**src/rtl/csr_file.sv**
```systemverilog
// ---------------------------------------------------------------------------
// csr_file -- machine-mode CSR register file (RV64)
//
// Supplies CSR read data to decode and commits new CSR values at writeback.
// It owns mcycle/minstret, performs trap entry and mret, and produces the
// front-end redirect target (mtvec on a trap, mepc on an mret).
//
// Ports
//   clk, reset       rising-edge clock, asynchronous active-high reset
//   csrAddr_D        CSR address read in decode
//   csrAcc_D         decode instruction is a CSR op
//   csrWrInt_D       decode CSR op intends to write
//   CSRRead_D        combinational read data, with bypass from W
//   illegalCsr_D     unimplemented address, or write intent to a read-only one
//   csrWrEn_W        commit a CSR write this cycle
//   csrAddr_W        CSR write address
//   csrWData_W       new CSR value
//   instRet_W        an instruction retires this cycle
//   exc_W            exception at writeback
//   excCause_W       exception code
//   excPC_W          PC of the faulting instruction
//   excTval_W        trap value
//   mret_W           mret retires this cycle
//   redirect_W       front-end redirect request
//   redirectPC_W     redirect target (pre-edge mtvec or mepc)
//   mie_o            mstatus.MIE
// ---------------------------------------------------------------------------
module csr_file #(
    parameter int          N        = 64,
    parameter logic [63:0] HARTID   = 64'd0,
    parameter logic [63:0] MISA_VAL = 64'h8000_0000_0000_0101
) (
    input  logic         clk,
    input  logic         reset,
    input  logic [11:0]  csrAddr_D,
    input  logic         csrAcc_D,
    input  logic         csrWrInt_D,
    output logic [N-1:0] CSRRead_D,
    output logic         illegalCsr_D,
    input  logic         csrWrEn_W,
    input  logic [11:0]  csrAddr_W,
    input  logic [N-1:0] csrWData_W,
    input  logic         instRet_W,
    input  logic         exc_W,
    input  logic [3:0]   excCause_W,
    input  logic [N-1:0] excPC_W,
    input  logic [N-1:0] excTval_W,
    input  logic         mret_W,
    output logic         redirect_W,
    output logic [N-1:0] redirectPC_W,
    output logic         mie_o
);

    localparam logic [11:0] A_MSTATUS  = 12'h300;
    localparam logic [11:0] A_MISA     = 12'h301;
    localparam logic [11:0] A_MTVEC    = 12'h305;
    localparam logic [11:0] A_MSCRATCH = 12'h340;
    localparam logic [11:0] A_MEPC     = 12'h341;
    localparam logic [11:0] A_MCAUSE   = 12'h342;
    localparam logic [11:0] A_MTVAL    = 12'h343;
    localparam logic [11:0] A_MCYCLE   = 12'hB00;
    localparam logic [11:0] A_MINSTRET = 12'hB02;
    localparam logic [11:0] A_CYCLE    = 12'hC00;
    localparam logic [11:0] A_INSTRET  = 12'hC02;
    localparam logic [11:0] A_MHARTID  = 12'hF14;

    logic         mie_reg;
    logic         mpie_reg;
    logic [N-1:0] mtvec_reg;
    logic [N-1:0] mscratch_reg;
    logic [N-1:0] mepc_reg;
    logic [N-1:0] mcause_reg;
    logic [N-1:0] mtval_reg;
    logic [N-1:0] mcycle_reg;
    logic [N-1:0] minstret_reg;

    // mstatus as seen by software: MPP is hardwired to M-mode.
    logic [N-1:0] mstatus_val;
    assign mstatus_val = {51'b0, 2'b11, 3'b0, mpie_reg, 3'b0, mie_reg, 3'b0};

    // A faulting instruction does not retire, so its CSR write is squashed.
    logic wr_en;
    assign wr_en = csrWrEn_W && !exc_W;

    // Writable registers only; read-only and unimplemented addresses drop writes.
    logic w_writable;
    always_comb begin
        w_writable = 1'b0;
        case (csrAddr_W)
            A_MSTATUS, A_MTVEC, A_MSCRATCH, A_MEPC, A_MCAUSE,
            A_MTVAL, A_MCYCLE, A_MINSTRET: w_writable = 1'b1;
            default: w_writable = 1'b0;
        endcase
    end

    // Value the written register will read back as after masking.
    logic [N-1:0] w_masked;
    always_comb begin
        w_masked = csrWData_W;
        case (csrAddr_W)
            A_MSTATUS: w_masked = {51'b0, 2'b11, 3'b0, csrWData_W[7], 3'b0, csrWData_W[3], 3'b0};
            A_MTVEC,
            A_MEPC:    w_masked = {csrWData_W[N-1:2], 2'b00};
            A_MCAUSE:  w_masked = {csrWData_W[N-1], 59'b0, csrWData_W[3:0]};
            default:   w_masked = csrWData_W;
        endcase
    end

    // Decode read mux; the user counters alias the machine counters, so they
    // are folded onto the machine address for bypass matching.
    logic [N-1:0] reg_rd;
    logic         d_impl;
    logic [11:0]  d_canon;
    always_comb begin
        reg_rd  = '0;
        d_impl  = 1'b1;
        d_canon = csrAddr_D;
        case (csrAddr_D)
            A_MSTATUS:  reg_rd = mstatus_val;
            A_MISA:     reg_rd = MISA_VAL;
            A_MTVEC:    reg_rd = mtvec_reg;
            A_MSCRATCH: reg_rd = mscratch_reg;
            A_MEPC:     reg_rd = mepc_reg;
            A_MCAUSE:   reg_rd = mcause_reg;
            A_MTVAL:    reg_rd = mtval_reg;
            A_MCYCLE:   reg_rd = mcycle_reg;
            A_MINSTRET: reg_rd = minstret_reg;
            A_CYCLE: begin
                reg_rd  = mcycle_reg;
                d_canon = A_MCYCLE;
            end
            A_INSTRET: begin
                reg_rd  = minstret_reg;
                d_canon = A_MINSTRET;
            end
            A_MHARTID:  reg_rd = HARTID;
            default: begin
                reg_rd = '0;
                d_impl = 1'b0;
            end
        endcase
    end

    // Bypass returns the value the register will hold, not the counter +1.
    assign CSRRead_D = (csrWrEn_W && w_writable && d_canon == csrAddr_W) ? w_masked : reg_rd;

    assign illegalCsr_D = csrAcc_D && (!d_impl || (csrWrInt_D && csrAddr_D[11:10] == 2'b11));

    assign redirect_W   = exc_W || mret_W;
    assign redirectPC_W = exc_W ? mtvec_reg : mepc_reg;
    assign mie_o        = mie_reg;

    always_ff @(posedge clk or posedge reset) begin
        if (reset) begin
            mie_reg      <= 1'b0;
            mpie_reg     <= 1'b0;
            mtvec_reg    <= '0;
            mscratch_reg <= '0;
            mepc_reg     <= '0;
            mcause_reg   <= '0;
            mtval_reg    <= '0;
            mcycle_reg   <= '0;
            minstret_reg <= '0;
        end else begin
            // Counters: an explicit write overrides the increment.
            if (wr_en && csrAddr_W == A_MCYCLE)
                mcycle_reg <= csrWData_W;
            else
                mcycle_reg <= mcycle_reg + 1'b1;

            if (wr_en && csrAddr_W == A_MINSTRET)
                minstret_reg <= csrWData_W;
            else if (instRet_W && !exc_W)
                minstret_reg <= minstret_reg + 1'b1;

            if (wr_en) begin
                case (csrAddr_W)
                    A_MSTATUS: begin
                        mie_reg  <= csrWData_W[3];
                        mpie_reg <= csrWData_W[7];
                    end
                    A_MTVEC:    mtvec_reg    <= w_masked;
                    A_MSCRATCH: mscratch_reg <= csrWData_W;
                    A_MEPC:     mepc_reg     <= w_masked;
                    A_MCAUSE:   mcause_reg   <= w_masked;
                    A_MTVAL:    mtval_reg    <= csrWData_W;
                    default: ;
                endcase
            end

            // Trap entry / mret come last so they take precedence over a
            // same-cycle mstatus write; an exception beats mret.
            if (exc_W) begin
                mepc_reg   <= {excPC_W[N-1:2], 2'b00};
                mcause_reg <= {60'b0, excCause_W};
                mtval_reg  <= excTval_W;
                mpie_reg   <= mie_reg;
                mie_reg    <= 1'b0;
            end else if (mret_W) begin
                mie_reg  <= mpie_reg;
                mpie_reg <= 1'b1;
            end
        end
    end

endmodule
```
**config.mk**
```make
export PLATFORM = sky130hd
export DESIGN_NAME = csr_file
export DESIGN_NICKNAME = d
export VERILOG_FILES = /design/src/rtl/csr_file.sv
export SDC_FILE = /design/constraint.sdc
export NUM_CORES = 1
export LEC_CHECK = 0
export BUFFER_PORTS_ARGS = -buffer_cell sky130_fd_sc_hd__buf_4
export CAP_MARGIN = 25
export CELL_PAD_IN_SITES_DETAIL_PLACEMENT = 2
export CELL_PAD_IN_SITES_GLOBAL_PLACEMENT = 2
export CORE_MARGIN = 5
export CORE_UTILIZATION = 39
export CTS_CLUSTER_SIZE = 16
export DETAILED_ROUTE_END_ITERATION = 6
export GPL_TIMING_DRIVEN = 0
export HOLD_SLACK_MARGIN = 0.08
export PLACE_DENSITY = 0.88
export SYNTH_ARGS = -nofsm -noshare
export SYNTH_HDL_FRONTEND = slang
export SYNTH_SLANG_ARGS = --single-unit
export TNS_END_PERCENT = 10
```
**constraint.sdc**
```tcl
create_clock -name clk -period 40.6 [get_ports clk]
set_input_delay 8.12 -clock clk [delete_from_list [all_inputs] [get_ports clk]]
set_output_delay 8.12 -clock clk [all_outputs]
set_load 0.01 [all_outputs]
```
==> summary.txt, run 1 <==
Run status
  • Status: finished, final reports clean

Clocking
  • CTS Hold Bufs: 0
  • Worst-Skew Late Latency: 0.63 ns
  • CTS tree: done
  • Num CTS Buffers: 56
  • H-tree depth: 2
  • Root Driver: clkbuf_16
  • # clock sinks: 450
  • Post-CTS setup repair buffer count: 0
  • Clock Tree Buf Depth: 3
  • Post_cts resized: 0
  • CTS clk-pin slew, worst paths: 0.05 ns

Logic synthesis
  • EDFF count, synth: 0
  • Synth Warn #: 0
  • Post-Synth Simple-Gate Area: 16.7%
  • Post-synth ARST share: 100%
  • FF+latch count, synth: 450
  • Synth top cells by count: dfrtp_1, nand2_1, o21ai_0
  • Post-Synth Adder-Cell Area: 0.0996%
  • Primary FF master, synth: dfrtp_1
  • Cells after Synth: 2667
  • Mapped cell area: 25100 um2
  • Top post-synthesis cells by area: dfrtp_1, mux2_2, nand2_1
  • Top-area cell type share of the netlist area: 44.8%
  • Syn Area/Cell: 9.42 um2
  • Largest family of logic cells by synthesized area: simple AND/OR/NAND/NOR gates
  • Fraction of synthesized area in multiplexers: 14.0%
  • Library cells used by synthesis: 67
  • Post-synthesis compound-gate area fraction: 15.6%
  • Largest area contributor in the netlist: dfrtp_1
  • Synth Area in XOR/XNOR: 4.71%
  • Syn nets: 2897
  • Sequential fraction of the synthesis area: 44.8%

Worst setup path
  • CP Class: input pin to primary output
  • Crit end category: primary output
  • Worst Reg-to-Reg Cells: 7
  • CP arrival: 12.05 ns
  • Crit path max fanout: 10
  • Worst path buffer plus inverter count: 5
  • Slowest Stage Delay on Critical Path: 0.90 ns
  • Worst path slowest cell: clkbuf_1
  • CP top delay family: buffers and inverters
  • Crit path launch type: input pin
  • CP cell instances: buf_4 > nor4bb_1 > and4_1 > buf_2 > buf_2 > clkbuf_1 > a21oi_1 > o21ai_0 > buf_4
  • Critical path required time: 32.48 ns
  • Critical Path Stages: 9

Pwr
  • PwrDens: 38.5 nW/um2
  • Leakage Power: 13.7 nW
  • VDD IR max: 29.7 uV
  • Power Total: 1.20 mW

Place
  • RePlAce Congestion: 0.947
  • PortBufs: 350
  • HPWL after DPL: 99900 um

Floorplan
  • I/O pin total: 359
  • FP Rows: 93
  • Die W: 264 um
  • Die Height: 264 um
  • Die area: 69600 um2
  • Initial core utilization: 39.2%
  • Core region area: 64100 um2

Flow run
  • Total of max-cap violations: 0

GRT
  • All-Layer GR Usage: 38.3%
  • GRT Residual Overflow: 0
  • First-pass GRT wire length: 200000 um
  • Largest net degree at the start of global routing: 99
  • Vias in the first global route: 28700
  • Initial antenna violation count: 2

STA
  • Clock Skew: 0.0183 ns
  • Fmax: 49.6 MHz
  • Setup tns final: 0 ns
  • Period minus WS final: 20.17 ns
  • Final period util: 49.7%
  • Actual slew at the worst max-slew pin: 1.17 ns
  • Final Hold Viols: 0
  • Slew HR: 21.0%
  • RSZ-0062 raised after global routing: false
  • Final setup viols: 0
  • Max Slew Vio Count: 0

Finish
  • Nets@finish: 3337
  • Area Growth Syn to Fin: 24.5%
  • Layout cells sized above 1: 23.7%
  • Fillers: 6760

Routing
  • DRC violations left: 0
  • Routed wire length per instance: 34.7 um
  • Drt total wl: 139000 um
  • Number of routed nets with antenna violations: 0
  • DR pass1 iterations: 6
  • Initial drt markers: 2305
  • DR vias/cell: 6.42
  • DR vias: 25700

Hold path
  • Class of the worst hold path: flip-flop to flip-flop
  • Worst Hold Path Cells: 1
==> per-layer routing <==
metal	share of wire (%)	GRT usage, %	routed length, um	vias to the layer above
met5	0	0	0	-
met4	6.0	20.9	8400	0
met3	7.7	7.30	10600	402
met2	48	63.5	66200	1347
met1	39	47.5	53700	13600
li1	-	-	-	10400
==> final cells by class <==
type                       count  area, um2  area share, %
sequential                   450      11300           36.0
antenna                        2       5.00         0.0160
clock inverter                16        233          0.744
buffer                       206        946           3.03
inverter                      15       63.8          0.204
clock buffer                  85       1670           5.35
tap                          855       1070           3.42
timing repair buffer         382       3160           10.1
multi-input combinational   1996      12800           41.1
==> cells in the final DEF (no fill, tap or decap), drive strengths merged, types with 3 or more instances in the layout <==
cell    synthesis  final
buf            73    455
nand2         450    450
dfrtp         450    450
o21ai         343    343
clkbuf        133    218
mux2          204    204
nor2          105    105
a22oi         101    101
a21oi         100    100
mux2i         100    100
xor2           74     74
nand3          74     74
and2           70     70
xnor2          61     61
nand4          48     48
o22ai          45     45
and3           34     34
a221o          31     31
nor3           21     21
nor4           19     19
and4           17     17
inv            15     15
nor2b          11     11
a211oi         11     11
mux4           10     10
a221oi          9      9
clkinv          0      9
o221ai          8      8
or4             7      7
bufinv          0      6
or2             4      4
nand2b          4      4
a22o            4      4
nor4b           4      4
or3             3      3
nand3b          3      3
==> kinds of logic (layout without fill, tap and decap cells) <==
logic type / Yosys count / after routing
buffers and inverters: 221 / 704
other: 0 / 2
adder cells (fa/ha/maj): 2 / 2
flip-flops: 450 / 450
AO/OA/AOI/OAI: 662 / 662
XOR/XNOR: 135 / 135
multiplexers: 314 / 314
AND/OR/NAND/NOR: 883 / 883
==> final timing paths <==
path                                  from          endpoint  slack, ns
max in group asynchronous            reset  mscratch_reg[44]      31.40
min                         mcause_reg[57]    mcause_reg[57]       0.49
min reg2reg                 mcause_reg[57]    mcause_reg[57]       0.49
max reg2reg                minstret_reg[6]  minstret_reg[23]      37.30
min in group asynchronous            reset     mtvec_reg[13]       7.51
max                          csrAddr_D[10]     CSRRead_D[32]      20.43
==> stage by stage <==
stage | util [%] | worst slack [ns] | cells | cell area [um2] | hold WS, ns
floorplan | - | 19.94 | 2667 | 25100 | 0.448
global placement | 44.9 | 13.99 | 3872 | 28800 | 0.464
detailed placement | 45.6 | 20.62 | 3897 | 29300 | 0.471
CTS | 48.6 | 20.55 | 3998 | 31200 | 0.489
global route | 48.8 | 20.51 | 4005 | 31300 | 0.510
finish | 48.8 | 20.43 | 4007 | 31300 | 0.490
==> power by group <==
part           total, mW  internal, mW  switching, mW
Clock              0.534         0.319          0.215
Sequential         0.516         0.479         0.0374
Combinational      0.152        0.0638         0.0879
(Power assumes the default switching activity.)
==> run 2, diff against run 1 <==
--- a/config.mk
+++ b/config.mk
@@ -5,17 +5,18 @@
 export SDC_FILE = /design/constraint.sdc
 export NUM_CORES = 1
 export LEC_CHECK = 0
+export ABC_AREA = 1
 export BUFFER_PORTS_ARGS = -buffer_cell sky130_fd_sc_hd__buf_4
 export CAP_MARGIN = 25
 export CELL_PAD_IN_SITES_DETAIL_PLACEMENT = 2
 export CELL_PAD_IN_SITES_GLOBAL_PLACEMENT = 2
 export CORE_MARGIN = 5
-export CORE_UTILIZATION = 39
+export CORE_UTILIZATION = 34
 export CTS_CLUSTER_SIZE = 16
 export DETAILED_ROUTE_END_ITERATION = 6
 export GPL_TIMING_DRIVEN = 0
 export HOLD_SLACK_MARGIN = 0.08
-export PLACE_DENSITY = 0.88
+export PLACE_DENSITY = 0.83
 export SYNTH_ARGS = -nofsm -noshare
 export SYNTH_HDL_FRONTEND = slang
 export SYNTH_SLANG_ARGS = --single-unit
==> constraint.sdc (replaced) <==
create_clock -name clk -period 18.6 [get_ports clk]
set_input_delay 3.72 -clock clk [delete_from_list [all_inputs] [get_ports clk]]
set_output_delay 3.72 -clock clk [all_outputs]
set_load 0.01 [all_outputs]
==> summary.txt, run 2 <==
Run status
  • Status: finished, final reports clean

Logic synthesis
  • Count leader, synth: nand2_1
  • Synth Warn #: 0 (unchanged)
  • Top post-synthesis cells by area: dfrtp_1, nand2_1, inv_1
  • Primary FF master, synth: dfrtp_1
  • Post-Synth Simple-Gate Area: 27.5% (+11 points)
  • Sequential fraction of the synthesis area: 40.9% (-3.9 points)
  • Library cells used by synthesis: 56 (-16%)
  • Synth Area in XOR/XNOR: 3.66% (-1.1 points)
  • Cells after Synth: 3675 (+38%)
  • Largest family of logic cells by synthesized area: simple AND/OR/NAND/NOR gates
  • Largest area contributor in the netlist: dfrtp_1
  • Synth top cells by count: nand2_1, dfrtp_1, inv_1
  • Top-area cell type share of the netlist area: 40.9% (-3.9 points)
  • Syn nets: 3905 (+35%)
  • EDFF count, synth: 0 (unchanged)
  • Post-synthesis compound-gate area fraction: 17.9% (+2.3 points)
  • Syn Area/Cell: 7.49 um2 (-20%)
  • Fraction of synthesized area in multiplexers: 0% (-14 points)
  • Post-Synth Adder-Cell Area: 0.0909% (-0.0088 points)
  • Post-synth ARST share: 100% (unchanged)
  • FF+latch count, synth: 450 (unchanged)
  • Mapped cell area: 27500 um2 (+9.7%)

Finish
  • Most frequent cells in the layout: nand2_1, dfrtp_1, inv_1
  • Multi-input gate area: 13500 um2 (+5.2%)
  • Area Growth Syn to Fin: 23.0%
  • Layout cells sized above 1: 19.2% (-4.5 points)
  • Commonest non-fill, non-tap cell in the layout: nand2_1
  • Fillers: 9410 (+39%)
  • Nets@finish: 4343 (+30%)
  • Reg area: 11300 um2 (unchanged)

Clocking
  • Root Driver: clkbuf_16
  • Post_cts resized: 0 (unchanged)
  • Clock Tree Buf Depth: 3 (unchanged)
  • H-tree depth: 2 (unchanged)
  • Num CTS Buffers: 54 (-3.6%)
  • Post-CTS setup repair buffer count: 0 (unchanged)
  • Worst-Skew Late Latency: 0.64 ns (about the same)
  • # clock sinks: 450 (unchanged)
  • CTS clk-pin slew, worst paths: 0.06 ns (about the same)
  • CTS Hold Bufs: 0 (unchanged)
  • CTS tree: done

Floorplan
  • Core region area: 80400 um2 (+25%)
  • Die area: 86800 um2 (+25%)
  • Die Height: 295 um (+12%)
  • Initial core utilization: 34.2% (-4.9 points)
  • FP Rows: 104 (+12%)
  • Die W: 295 um (+12%)
  • I/O pin total: 359 (unchanged)

STA
  • Clock Skew: 0.0329 ns (+0.0147 ns)
  • Fmax: 95.6 MHz
  • PnR worst setup slack: 8.14 ns (-12.29 ns)
  • Period minus WS final: 10.46 ns
  • Max Slew Vio Count: 0 (unchanged)
  • Actual slew at the worst max-slew pin: 1.16 ns (-0.0119 ns)
  • RSZ-0062 raised after global routing: false
  • Final setup viols: 0 (unchanged)
  • Setup tns final: 0 ns (unchanged)
  • Final period util: 56.3%
  • Final Hold Viols: 0 (unchanged)
  • Slew HR: 22.9% (+1.9 points)

Routing
  • Drt total wl: 176000 um (+27%)
  • DRC violations left: 0 (unchanged)
  • DR vias/cell: 5.98 (-6.8%)
  • DR vias: 31300 (+21%)
  • Routed wire length per instance: 33.7 um (-2.9%)
  • DR pass1 iterations: 5 (-1)
  • Initial drt markers: 2976 (+29%)
  • Number of routed nets with antenna violations: 0 (unchanged)

Hold path
  • Class of the worst hold path: flip-flop to flip-flop

Worst setup path
  • Crit end category: primary output
  • Critical path required time: 14.88 ns (-17.60 ns)
  • CP Class: input pin to primary output
  • Worst path slowest cell: nand2_1
  • CP cell instances: buf_4 > nor2_2 > nand2_2 > nor2_4 > nand2_1 > inv_2 > buf_2 > nand2_1 > o2111ai_1 > o21ai_2 > nand2_1 > buf_4
  • Crit path launch type: input pin
  • CP arrival: 6.74 ns (-5.31 ns)
  • Slowest Stage Delay on Critical Path: 0.55 ns (-0.35 ns)
  • Crit path max fanout: 10 (unchanged)
  • CP most frequent cell: nand2_1

Pwr
  • VDD IR max: 54.5 uV (+83%)
  • PwrDens: 77.4 nW/um2 (+100%)
  • Leakage Power: 15.8 nW (+15%)

Place
  • PortBufs: 355 (+1.4%)
  • HPWL after DPL: 137000 um (+37%)
  • RePlAce Congestion: 1.05 (+11%)
  • Pre-CTS setup slack: 8.32 ns (-12.30 ns)

Flow run
  • Total of max-cap violations: 0 (unchanged)

GRT
  • Vias in the first global route: 33100 (+16%)
  • Initial antenna violation count: 19 (+17)
  • GRT Residual Overflow: 0 (unchanged)
  • First-pass GRT wire length: 243000 um (+21%)
  • All-Layer GR Usage: 39.0% (+0.66 points)
  • Largest net degree at the start of global routing: 96 (-3.0%)
[run 2: changes by cell type after synthesis, sizes merged, moves of 58 or more]
cell / previous run / this run
nor2: 105 / 362
and2: 70 / 2
o31ai: 1 / 59
nand3: 74 / 145
nand2: 450 / 1043
mux2: 204 / 0
inv: 15 / 487
mux2i: 100 / 0
[run 2: logic make-up (layout without fill, tap and decap cells)]
| logic type | after synthesis | in the layout |
|---|---|---|
| AO/OA/AOI/OAI | 736 | 736 |
| XOR/XNOR | 115 | 115 |
| adder cells (fa/ha/maj) | 2 | 2 |
| buffers and inverters | 675 | 1157 |
| flip-flops | 450 | 450 |
| other | 0 | 8 |
| AND/OR/NAND/NOR | 1697 | 1697 |
[run 2: worst paths after layout]
check                                     start               end  slack (ns)  depth (start not counted)
worst max-delay path               csrAddr_D[4]     CSRRead_D[56]        8.14                         12
worst min-delay path                mepc_reg[1]       mepc_reg[1]        0.49                          2
worst max register to register  minstret_reg[0]  minstret_reg[50]       15.91                         10
worst min register to register      mepc_reg[1]       mepc_reg[1]        0.49                          2
max in group asynchronous                 reset     mtvec_reg[56]       13.90                          4
min in group asynchronous                 reset      mepc_reg[18]        3.16                          2
[run 2: area by class of cell]
cell class | count | area share (%)
well taps | 1060 | 3.91
clock buffers | 86 | 4.82
flip-flops and latches | 450 | 33.2
multi-input cells | 2550 | 39.9
diodes | 8 | 0.0591
repair buffers | 382 | 9.43
inverters | 489 | 5.44
plain buffers | 186 | 2.73
clock inverters | 14 | 0.447
[run 2: critical path: cells and delay by family]
kind	cells	cell delay, ns
AND/OR/NAND/NOR	6	1.36
buffers and inverters	4	1.37
AO/OA/AOI/OAI	2	0.26
[run 2: power breakdown]
| group | switching (mW) | total (mW) | leakage [nW] | internal [mW] |
|---|---|---|---|---|
| sequential | 0.0703 | 1.11 | 5.86 | 1.04 |
| clock | 0.475 | 1.11 | 0.881 | 0.640 |
| combinational | 0.272 | 0.401 | 9.01 | 0.129 |
[run 2: layer usage]
| layer | up-vias | wire length, um | GRT usage (%) |
|---|---|---|---|
| met2 | 1658 | 78200 | 61.1 |
| met3 | 469 | 17100 | 11.1 |
| met4 | 14 | 11000 | 20.2 |
| met1 | 16200 | 69500 | 49.2 |
| met5 | - | 96 | 0 |
| li1 | 12900 | - | - |
[run 2: through the flow]
step / std cells / instance area, um2 / total power, mW / hold WS (ns) / utilization, %
5_1_grt: 5218 / 33900 / 2.68 / 0.501 / 42.1
3_5_place_dp: 5116 / 32000 / 1.50 / 0.469 / 39.8
2_1_floorplan: 3675 / 27500 / 1.29 / 0.436 / -
4_1_cts: 5216 / 33800 / 2.60 / 0.486 / 42.1
6_report: 5225 / 33900 / 2.62 / 0.485 / 42.1
3_3_place_gp: 5090 / 31500 / 1.48 / 0.451 / 39.2
==> run 3, diff against run 2 <==
==> constraint.sdc (replaced) <==
create_clock -name clk -period 10.73 [get_ports clk]
set_input_delay 2.146 -clock clk [delete_from_list [all_inputs] [get_ports clk]]
set_output_delay 2.146 -clock clk [all_outputs]
set_load 0.01 [all_outputs]
==> summary.txt, run 3 (same netlist as run 2, synthesis figures left out) <==
Worst setup path
  • Worst Reg-to-Reg Cells: 10 (unchanged)
  • CP Class: input pin to primary output
  • Crit path max fanout: 10 (unchanged)
  • Critical path required time: 8.58 ns (-6.30 ns)
  • Crit path launch type: input pin
  • CP Launch Point: csrAddr_D[2]
  • Crit end category: primary output
  • Crit Reg-Reg Startpoint: minstret_reg[0]
  • CP arrival: 5.29 ns (-1.45 ns)

STA
  • Setup tns final: 0 ns (unchanged)
  • Slew HR: 20.5% (-2.4 points)
  • RSZ-0062 raised after global routing: false
  • Final Hold Viols: 0 (unchanged)
  • PnR worst setup slack: 3.30 ns (-4.84 ns)
  • Max Slew Vio Count: 0 (unchanged)
  • Actual slew at the worst max-slew pin: 1.19 ns (+0.0360 ns)
  • Fmax: 135 MHz
  • Period minus WS final: 7.43 ns
  • Hold WS: 0.488 ns (+0.00300 ns)
  • Clock Skew: 0.0217 ns (-0.0112 ns)
  • Final period util: 69.3%
  • Final setup viols: 0 (unchanged)

Place
  • Pre-CTS setup slack: 3.55 ns (-4.77 ns)
  • Placed Cells: 5126 (+0.20%)
  • Cell Area, Placed: 32200 um2 (+0.60%)
  • PortBufs: 355 (unchanged)
  • HPWL after DPL: 139000 um (+1.2%)
  • RePlAce Congestion: 1.04 (-1.0%)

Clocking
  • Worst-Skew Late Latency: 0.65 ns (about the same)
  • Num CTS Buffers: 55 (+1.9%)
  • CTS tree: done
  • Post_cts resized: 0 (unchanged)
  • Root Driver: clkbuf_16
  • # clock sinks: 450 (unchanged)
  • Post-CTS setup repair buffer count: 0 (unchanged)
  • H-tree depth: 2 (unchanged)
  • CTS clk-pin slew, worst paths: 0.06 ns (about the same)
  • CTS Hold Bufs: 0 (unchanged)
  • Clock Tree Buf Depth: 3 (unchanged)

Routing
  • DR pass1 iterations: 5 (unchanged)
  • DR vias/cell: 5.97 (-0.20%)
  • Drt total wl: 177000 um (+0.91%)
  • Routed wire length per instance: 33.9 um (+0.78%)
  • DRC violations left: 0 (unchanged)
  • Number of routed nets with antenna violations: 0 (unchanged)
  • Initial drt markers: 2903 (-2.5%)
  • DR vias: 31200 (-0.070%)

Floorplan
  • FP Rows: 104 (unchanged)
  • Die W: 295 um (unchanged)
  • Die Height: 295 um (unchanged)
  • Die area: 86800 um2 (unchanged)
  • Core region area: 80400 um2 (unchanged)
  • Initial core utilization: 34.2% (unchanged)
  • I/O pin total: 359 (unchanged)

GRT
  • Largest net degree at the start of global routing: 42 (-56%)
  • Initial antenna violation count: 10 (-9)
  • Grt met1 use: 50.2% (+1.0 points)
  • All-Layer GR Usage: 39.4% (+0.38 points)
  • GR Util met3: 10.7% (-0.42 points)
  • First-pass GRT wire length: 245000 um (+0.79%)
  • Vias in the first global route: 33400 (+1.0%)
  • GRT Residual Overflow: 0 (unchanged)
  • Busiest grt layer: met2
  • Met2 usage: 60.7% (-0.40 points)

Hold path
  • Worst Hold Path Cells: 2 (unchanged)
  • Class of the worst hold path: flip-flop to flip-flop
  • Hold Crit Start: mepc_reg[1]

Run status
  • Status: finished, final reports clean

Finish
  • Post-layout util: 42.5% (+0.40 points)
  • Non-Filler Instances: 5232 (+0.13%)
  • Final instance area: 34200 um2 (+0.94%)
  • Most frequent cells in the layout: nand2_1, dfrtp_1, inv_1
  • Multi-input gate area: 13500 um2 (unchanged)
  • Commonest non-fill, non-tap cell in the layout: nand2_1
  • Layout cells sized above 1: 19.5% (+0.23 points)
  • Area Growth Syn to Fin: 24.2%
  • Nets@finish: 4355 (+0.28%)
  • Fillers: 9337 (-0.78%)
  • Reg area: 11300 um2 (unchanged)

Pwr
  • Leakage Power: 15.9 nW (+0.90%)
  • VDD IR max: 142 uV (+160%)
  • Power Total: 4.67 mW (+78%)
  • PwrDens: 137 nW/um2 (+77%)

Flow run
  • Total of max-cap violations: 0 (unchanged)
==> run 3: cell types whose count changed in the layout (fill, tap and decap cells not counted), sizes merged <==
cell | previous run | this run
buf | 459 | 470
diode | 8 | 7
clkbuf | 195 | 191
clkinvlp | 1 | 2
clkinv | 11 | 8
bufinv | 3 | 7
inv | 488 | 487
==> run 3: final cells by class <==
type | instances | share of cell area, %
clock buffers | 82 | 4.77
diodes | 7 | 0.0512
well taps | 1060 | 3.88
plain buffers | 186 | 2.70
clock inverters | 15 | 0.783
inverters | 489 | 5.38
flip-flops and latches | 450 | 32.9
multi-input cells | 2550 | 39.5
repair buffers | 393 | 9.96
==> run 3: worst paths after layout <==
path                                    end  slack (ns)
min                             mepc_reg[1]        0.49
max in group asynchronous    mcause_reg[56]        7.77
min in group asynchronous     mtvec_reg[15]        1.48
min reg2reg                     mepc_reg[1]        0.49
max reg2reg                minstret_reg[50]        8.07
max                           CSRRead_D[56]        3.30
==> run 3: per-layer routing <==
| layer | wire length [um] | part of all wire (%) | vias up |
|---|---|---|---|
| met4 | 11400 | 6.4 | 2 |
| met3 | 16700 | 9.4 | 457 |
| met5 | 14 | 0.0079 | - |
| met2 | 78500 | 44 | 1650 |
| li1 | - | - | 12900 |
| met1 | 70900 | 40 | 16200 |
==> run 3: worst max-delay path: stages <==
cell and delay [ns]:
buf_4 0.14, nor2_1 0.20, nand2_2 0.13, nor2_4 0.18, nand2_1 0.56, inv_2 0.57
buf_2 0.56, nand2_1 0.28, o2111ai_1 0.18, o21ai_2 0.07, nand2_1 0.09, buf_4 0.15
==> run 3: report_power, final <==
group          internal [mW]  switching (mW)
logic                  0.231           0.474
registers               1.80           0.124
clock network           1.21           0.835
